===== config.mk =====
export PLATFORM = sky130hd
export DESIGN_NAME = ad7606_sample_scheduler
export DESIGN_NICKNAME = d
export VERILOG_FILES = /design/src/rtl/ad7606_sample_scheduler.sv
export SDC_FILE = /design/constraint.sdc
export NUM_CORES = 1
export LEC_CHECK = 0
export CELL_PAD_IN_SITES_DETAIL_PLACEMENT = 0
export CELL_PAD_IN_SITES_GLOBAL_PLACEMENT = 2
export CORE_UTILIZATION = 33
export CTS_CLUSTER_SIZE = 20
export DETAILED_ROUTE_END_ITERATION = 10
export PLACE_DENSITY_LB_ADDON = 0.1
export SLEW_MARGIN = 20
export SYNTH_ARGS = -nofsm -noshare
export SYNTH_HDL_FRONTEND = slang
export SYNTH_SLANG_ARGS = --single-unit
export TNS_END_PERCENT = 10

===== constraint.sdc =====
create_clock -name i_clk -period 4.6 [get_ports i_clk]
set_input_delay 0.92 -clock i_clk [delete_from_list [all_inputs] [get_ports i_clk]]
set_output_delay 0.92 -clock i_clk [all_outputs]
set_load 0.05 [all_outputs]

===== src/rtl/ad7606_sample_scheduler.sv =====
// ad7606_sample_scheduler
//
// Sequences AD7606 acquisitions. A capture is armed by i_start, optionally
// waits for a trigger, then issues one conversion request per sample period
// until the sample quota is met or the capture is stopped. Sits between the
// command decoder (config/start/trigger) and the AD7606 driver (conversion
// request/done handshake). Owns the capture-enable level and the channel mask
// seen by the packetiser, and reports overrun and completion.
//
// Optional build macro:
//   AD_SCHED_TRIG_SYNC_EN  - i_ext_trig goes through a 2-flop synchroniser
//                            before edge detection (trigger-to-RUN latency of
//                            3 cycles instead of 1).
//
// Ports:
//   i_clk, i_rst_n     clock, synchronous active-low reset
//   i_system_run       0 forces IDLE and clears all outputs (like reset)
//   i_cfg_period       clocks between conversion requests (clamped to
//                      P_MIN_PERIOD)
//   i_cfg_chnl_mask    enabled channels, latched at start
//   i_cfg_samples      samples per capture, 0 = continuous
//   i_cfg_trig_mode    0 immediate, 1 software, 2 ext rising, 3 ext falling
//   i_start, i_stop    1-cycle start / abort pulses
//   i_soft_trig        1-cycle software trigger
//   i_ext_trig         external trigger pin level
//   o_conv_req         1-cycle conversion request to the driver
//   i_conv_done        1-cycle "sample read out" pulse from the driver
//   o_cap_enable       high from RUN entry until IDLE re-entry
//   o_chnl_mask        mask latched at start
//   o_sample_cnt       completed samples in current capture (saturating)
//   o_busy             FSM not in IDLE
//   o_done             1-cycle pulse on completion or abort
//   o_overrun          sticky: period elapsed with a conversion outstanding
//   o_state            FSM state for debug/observation
//
// Handshake: o_conv_req and i_conv_done are single-cycle pulses. At most one
// conversion is outstanding; a request sets the outstanding flag and the next
// i_conv_done clears it. i_conv_done with nothing outstanding is ignored.

module ad7606_sample_scheduler #(
    parameter int P_MIN_PERIOD = 4,
    parameter int P_CNT_W      = 16
) (
    input  logic               i_clk,
    input  logic               i_rst_n,
    input  logic               i_system_run,
    input  logic [23:0]        i_cfg_period,
    input  logic [7:0]         i_cfg_chnl_mask,
    input  logic [P_CNT_W-1:0] i_cfg_samples,
    input  logic [1:0]         i_cfg_trig_mode,
    input  logic               i_start,
    input  logic               i_stop,
    input  logic               i_soft_trig,
    input  logic               i_ext_trig,
    output logic               o_conv_req,
    input  logic               i_conv_done,
    output logic               o_cap_enable,
    output logic [7:0]         o_chnl_mask,
    output logic [P_CNT_W-1:0] o_sample_cnt,
    output logic               o_busy,
    output logic               o_done,
    output logic               o_overrun,
    output logic [2:0]         o_state
);

    typedef enum logic [2:0] {
        S_IDLE      = 3'd0,
        S_WAIT_TRIG = 3'd1,
        S_RUN       = 3'd2,
        S_DRAIN     = 3'd3,
        S_DONE      = 3'd4
    } state_t;

    localparam logic [23:0]        MIN_PERIOD = 24'(P_MIN_PERIOD);
    localparam logic [P_CNT_W-1:0] CNT_ONE    = P_CNT_W'(1);

    state_t               state;
    state_t               state_nxt;
    logic [23:0]          period_q;
    logic [23:0]          period_cnt;
    logic [P_CNT_W-1:0]   quota_q;
    logic [1:0]           mode_q;
    logic                 outstanding;
    logic                 ext_s;
    logic                 ext_prev;
    logic                 ext_rise;
    logic                 ext_fall;
    logic                 tick;
    logic                 done_ok;
    logic                 quota_hit;
    logic                 start_ok;
    logic                 conv_req;
    logic                 soft_rst;

    // i_system_run low behaves exactly like reset.
    assign soft_rst = !i_rst_n || !i_system_run;

`ifdef AD_SCHED_TRIG_SYNC_EN
    logic [1:0] ext_sync;

    always_ff @(posedge i_clk) begin
        if (soft_rst) begin
            ext_sync <= '0;
        end else begin
            ext_sync <= {ext_sync[0], i_ext_trig};
        end
    end

    assign ext_s = ext_sync[1];
`else
    assign ext_s = i_ext_trig;
`endif

    assign ext_rise = ext_s && !ext_prev;
    assign ext_fall = !ext_s && ext_prev;

    // The period counter sits at 0 outside RUN, so the first RUN cycle is a
    // tick and issues the first request immediately.
    assign tick      = (state == S_RUN) && (period_cnt == 24'd0);
    assign done_ok   = i_conv_done && outstanding;
    assign quota_hit = (quota_q != '0) && ((o_sample_cnt + CNT_ONE) == quota_q);
    assign start_ok  = (state == S_IDLE) && i_start && !i_stop;

    always_ff @(posedge i_clk) begin
        if (soft_rst) begin
            state <= S_IDLE;
        end else begin
            state <= state_nxt;
        end
    end

    always_comb begin
        state_nxt = state;
        conv_req  = 1'b0;
        case (state)
            S_IDLE: begin
                if (start_ok) begin
                    state_nxt = (i_cfg_trig_mode == 2'd0) ? S_RUN : S_WAIT_TRIG;
                end
            end
            S_WAIT_TRIG: begin
                if (i_stop) begin
                    state_nxt = S_DONE;
                end else begin
                    case (mode_q)
                        2'd1:    if (i_soft_trig) state_nxt = S_RUN;
                        2'd2:    if (ext_rise)    state_nxt = S_RUN;
                        2'd3:    if (ext_fall)    state_nxt = S_RUN;
                        default: state_nxt = S_RUN;
                    endcase
                end
            end
            S_RUN: begin
                if (i_stop) begin
                    // A done arriving with the stop settles the outstanding
                    // conversion, so there is nothing left to drain.
                    state_nxt = (outstanding && !i_conv_done) ? S_DRAIN : S_DONE;
                end else if (done_ok && quota_hit) begin
                    state_nxt = S_DONE;
                end else if (tick && !outstanding) begin
                    conv_req = 1'b1;
                end
            end
            S_DRAIN: begin
                if (done_ok) begin
                    state_nxt = S_DONE;
                end
            end
            S_DONE: begin
                state_nxt = S_IDLE;
            end
            default: begin
                state_nxt = S_IDLE;
            end
        endcase
    end

    always_ff @(posedge i_clk) begin
        if (soft_rst) begin
            period_q     <= '0;
            period_cnt   <= '0;
            quota_q      <= '0;
            mode_q       <= '0;
            outstanding  <= 1'b0;
            ext_prev     <= 1'b0;
            o_chnl_mask  <= '0;
            o_sample_cnt <= '0;
            o_overrun    <= 1'b0;
            o_cap_enable <= 1'b0;
        end else begin
            ext_prev <= ext_s;

            if (start_ok) begin
                period_q     <= (i_cfg_period < MIN_PERIOD) ? MIN_PERIOD : i_cfg_period;
                o_chnl_mask  <= i_cfg_chnl_mask;
                quota_q      <= i_cfg_samples;
                mode_q       <= i_cfg_trig_mode;
                o_sample_cnt <= '0;
                o_overrun    <= 1'b0;
                outstanding  <= 1'b0;
            end else begin
                if (conv_req) begin
                    outstanding <= 1'b1;
                end else if (done_ok) begin
                    outstanding <= 1'b0;
                end
                if (done_ok && (o_sample_cnt != '1)) begin
                    o_sample_cnt <= o_sample_cnt + CNT_ONE;
                end
                // Missed period: skip the request, flag it, keep the cadence.
                if (tick && outstanding && !i_stop) begin
                    o_overrun <= 1'b1;
                end
            end

            if (state == S_RUN) begin
                period_cnt <= tick ? (period_q - 24'd1) : (period_cnt - 24'd1);
            end else begin
                period_cnt <= '0;
            end

            if ((state_nxt == S_RUN) && (state != S_RUN)) begin
                o_cap_enable <= 1'b1;
            end else if (state_nxt == S_IDLE) begin
                o_cap_enable <= 1'b0;
            end
        end
    end

    assign o_conv_req = conv_req;
    assign o_busy     = (state != S_IDLE);
    assign o_done     = (state == S_DONE);
    assign o_state    = state;

endmodule


---- Word level (Yosys, flattened, before mapping) ----
Index checks and enable logic that the tools add are counted.
operators by class
  $add $sub $neg .......................... 3
  $mul .................................... 0
  div/mod/pow operators ................... 0
  order comparisons ....................... 1
  equality and inequality tests ........... 11
  shift operators ......................... 0
  mux-type cells .......................... 22
  bitwise gates (word level) .............. 1
  reductions and logical operators ........ 32
operator list
  operator                                                                 count
  24-bit two-way mux                                                       2
  24-bit by 1-bit subtractor with 24-bit output, second input constant     2
  3-bit two-way mux                                                        9
  24-bit zero test                                                         1
  24-bit by 3-bit < comparator with 1-bit output, second input constant    1
  16-bit by 1-bit adder with 16-bit output, second input constant          1
  16-bit equality test                                                     1
  16-bit inequality test, second input constant                            1
  16-bit nonzero test                                                      1
  1-bit logical AND                                                        14
  3-bit case mux with 4 select lines                                       1
  3-bit by 2-bit equality test with 1-bit output, second input constant    3
  3-bit case mux with 3 select lines                                       1
  1-bit two-way mux                                                        8
  1-bit zero test                                                          7
  3-bit zero test                                                          2
  2-bit equality test, second input constant                               2
  2-bit nonzero test                                                       2
  2-bit OR reduction                                                       2
  3-bit by 1-bit equality test with 1-bit output, second input constant    1
  3-bit equality test, second input constant                               1
  3-bit by 2-bit inequality test with 1-bit output, second input constant  1
  3-bit nonzero test                                                       1
  2-bit by 1-bit equality test with 1-bit output, second input constant    1
  other kinds (4)                                                          4
word-level totals
  register bits ........................... 97
  latch bits .............................. 0
  RAM bits ................................ 0
  memory bits (read-only) ................. 0
  input bits .............................. 58
  output and inout bits ................... 32
  logic and storage cells ................. 81
  memories kept ........................... 0

---- Logic depth before layout (Yosys ltp) ----
  depth after elaboration ................. 10
  mapped depth ............................ 14
  gate-level depth less buffers ........... 11

---- Worst setup path after synthesis ----
OpenSTA, ideal clock, no wires.
  path kind ............................... register to output
  start point ............................. register state[1], in the netlist o_state[1]
  end point ............................... output port o_conv_req
  data arrival time ....................... 2.636 ns
  data required time ...................... 3.680 ns
  setup slack ............................. 1.044 ns
  stages on the path, launching flop included .. 7
  path buffers ............................ 1
  cell sequence ........................... dfxtp_1 -> or4b_2 -> nor4_2 -> nand3_1 -> clkbuf_1 -> or3_1 -> inv_1
between the ends
  word-level cells in the longest chain between the ends .. 7
ends and longest elaborated chain
  element                                           line      text
  from (decl)                                       77        state_t state;
  from (signal assigned)                            128       state <= state_nxt;
  3-bit by 2-bit equality test with 1-bit output *  119, 135
  1-bit logical AND                                 119       assign tick = (state == S_RUN) && (period_cnt == 24'd0);
  1-bit logical AND                                 160       end else if (tick && !outstanding) begin
  1-bit two-way mux                                 160
  1-bit two-way mux                                 158       end else if (done_ok && quota_hit) begin
  1-bit two-way mux                                 154       if (i_stop) begin
  1-bit two-way mux *                               135       case (state)
  to (decl)                                         55        output logic o_conv_req,
Mark *: on every way between the ends. The rest lies on a longest branch, timed or not.

---- Final worst setup path ----
Ends and elaborated chain as after synthesis.

==> out/qor.yml <==
yosys_most_used_dff: "dfxtp_1"
worstPathRequired_ps: 3680
synth_edf_count: 0
clkLatencyLatePin_ps: 350
synth.distinct_cells: 57
r2r-start: "o_state[1]"
cts_sinks: 97
status: "complete, no violations"
synthCells: 614
postCtsHoldBufs: 0
rsz0062_at_grt: "no"
crit_path_end_kind: "primary output"
layout.nets: 753
critPathArrivalTime_ps: 2780
num_rows: 44
antenna_cells: 0
ioPinCount: 90
cts_made_buffers: 9
drt-total-wl_mm: 14.83
postLayoutCoreUtil_pct: 43.55
period_share_pct: 80.38
synth_area_um2: 4882
grt_max_degree: 27
start_util_pct: 33.72
synth_fp_nets: 674
cts_resized: 0
avgSynthCellArea_um2: 7.951
crit_start: "o_state[1]"
yosysSeqAreaShare_pct: 39.77
fin_crit_ps: 3698
cts_setup_buffers: 0
dr.pass1.iters: 5
first_global_vias: 4540
postPlaceCellArea_um2: 5962
die-area_um2: 15280
grt_pass1_wl_mm: 23.95
hpwl_mm: 11.08
wire_per_inst_um: 16.81
reg2reg_depth: 11
cts_tree: "built"
synth_area_leaders: "dfxtp_1 (40%), nand2_1 (7.2%), a21oi_1 (5.9%), nor2_1 (5.0%), xnor2_1 (3.9%)"
ys_async_sr_fraction_pct: 0
fmax_mhz: 270.5
place_congestion: 0.8246
cts_root_buffer: "clkbuf_16"
drv_cap: 0
cp-start-kind: "flop"
viasPerCell: 5.401
cellLeakagePower_uw: 0.002356
grt_use_total_pct: 20.54
finalSetupViolCount: 0
yosys_warnings: 0
worst_slew_margin_rel_pct: 51.89
critical_path_class: "reg -> out"
timing.hold.ws_ps: 453.5
yosys_register_bits: 97
slew_viol_final: 0
drive_gt1_share_pct: 5.874
synth_top_area_share_pct: 39.77
antenna_found_initial: 0
drc: 0
r2r_slack_ps: 990
hold_viol_final: 0
vdd_drop_max_uv: 176.9
core_area_um2: 14480
drtIter0Drc: 313
p_per_area_nw_per_um2: 308.5
area_growth_syn_to_layout_pct: 29.16
grt_overflow_total: 0
portBuffers: 89
hold_class: "reg -> reg"
path_clk_slew_ps: 70
die_h_um: 123.6
timing.rr.end: "period_cnt[16]"
stdcell_area_um2: 6306
synth_top_area_cell: "dfxtp_1"
die_w_um: 123.6
htreeDepth: 3
worst_pin_slew_ps: 715.0
vias: 4764
setup_tns_ps: 0
final_antenna_net_count: 0
cp_max_fo: 13
crit_end: "o_conv_req"
worst_clock_skew_ps: 7.860
cts_buffer_depth: 2
-- cells in the mapped netlist (3+ instances only) --
| cell type | n |
|---|---|
| nand3_1 | 18 |
| nor3_1 | 21 |
| nand3b_1 | 3 |
| nand2_1 | 93 |
| nor2_1 | 65 |
| nand2b_1 | 5 |
| inv_1 | 6 |
| a21o_1 | 4 |
| o211ai_1 | 3 |
| mux2i_1 | 4 |
| nor2b_1 | 5 |
| a211oi_1 | 6 |
| xnor2_1 | 22 |
| o31ai_1 | 5 |
| nand4_1 | 9 |
| and2_1 | 6 |
| nor4_1 | 15 |
| xor2_1 | 21 |
| or2_2 | 4 |
| a22oi_1 | 5 |
| dfxtp_1 | 97 |
| a21oi_1 | 58 |
| or4_1 | 5 |
| buf_2 | 4 |
| clkbuf_1 | 29 |
| and3_1 | 6 |
| o21ai_0 | 20 |
| a22o_1 | 18 |
| or3_1 | 11 |
| o311ai_0 | 4 |
| a31oi_1 | 8 |
-- final cells by class --
type / count / area (um^2)
fillers: 1506 / 8173
clock inverters: 6 / 105.1
repair buffers: 101 / 978.4
well taps: 184 / 230.2
flip-flops and latches: 97 / 1942
clock buffers: 10 / 239.0
multi-input cells: 478 / 2789
inverters: 6 / 22.52
-- per-stage QoR --
stage,worst slack [ps],power (uW),std cells
floorplan,1044,992.0,614
global placement,1122,1090,866
detailed placement,1022,1090,866
CTS,891.6,1966,882
global route,582.2,2020,882
finish,902.5,1945,882
-- worst max-delay path, cell delays in order (launching register included) --
cell and delay [ps]:
dfxtp_1 560, or4b_2 650, nor4_2 360, nand3_1 190, or3_1 360, inv_1 90
buf_4 200
-- registers in the layout, indices dropped and copies added, names as in the netlist --
register,count
period_cnt,24
o_state,3
o_cap_enable,1
o_sample_cnt,16
o_chnl_mask,8
period_q,24
mode_q,2
outstanding,1
quota_q,16
o_overrun,1
ext_prev,1
-- cell usage in the layout (no fill, tap or decap), types with 4 or more instances in the layout --
| cell | count |
|---|---|
| a21oi_1 | 58 |
| dfxtp_1 | 97 |
| xnor2_1 | 22 |
| a21o_1 | 4 |
| nor2_1 | 65 |
| a211oi_1 | 6 |
| inv_1 | 6 |
| or3_1 | 11 |
| and2_1 | 6 |
| or2_2 | 4 |
| a22oi_1 | 5 |
| nor2b_1 | 5 |
| nor3_1 | 21 |
| xor2_1 | 21 |
| mux2i_1 | 4 |
| o31ai_1 | 5 |
| nand4_1 | 9 |
| nor4_1 | 15 |
| a31oi_1 | 8 |
| o21ai_0 | 20 |
| nand3_1 | 18 |
| nand2_1 | 93 |
| or4_1 | 5 |
| clkbuf_16 | 9 |
| clkdlybuf4s50_1 | 88 |
| and3_1 | 6 |
| buf_4 | 13 |
| nand2b_1 | 5 |
| o311ai_0 | 4 |
| a22o_1 | 18 |
-- cell families after synthesis --
group	count (synthesis)	synth area share, %
xor gates and xnor gates	43	7.714
AOI/OAI and AO/OA	147	19.81
muxes	5	1.051
DFF	97	39.77
and+or+nand+nor	281	28.04
adders and majority gates	2	0.5125
buffers and inverters	39	3.101
-- how the worst min path moves through the flow --
stage,startpoint,end,slack (ps),depth (start not counted)
3_5_place_dp,o_chnl_mask[6],o_chnl_mask[6],450,2
6_report,o_chnl_mask[6],o_chnl_mask[6],450,2
5_1_grt,o_chnl_mask[2],o_chnl_mask[2],490,2
3_3_place_gp,o_chnl_mask[6],o_chnl_mask[6],440,2
4_1_cts,o_chnl_mask[6],o_chnl_mask[6],460,2
2_1_floorplan,mode_q[0],mode_q[0],450,2
-- where the power goes --
group	internal (uW)	switching, uW
clock	544	331
combinational	97.7	107
sequential	851	14.3
total	1490	452
-- routing by layer --
| metal | GRT usage, % | share of wire (%) |
|---|---|---|
| met5 | 0 | 0 |
| met1 | 25.49 | 46 |
| met3 | 3.388 | 3.8 |
| met2 | 35.80 | 49 |
| met4 | 7.003 | 1.9 |
Note: power is estimated with default switching activity, not from simulation.
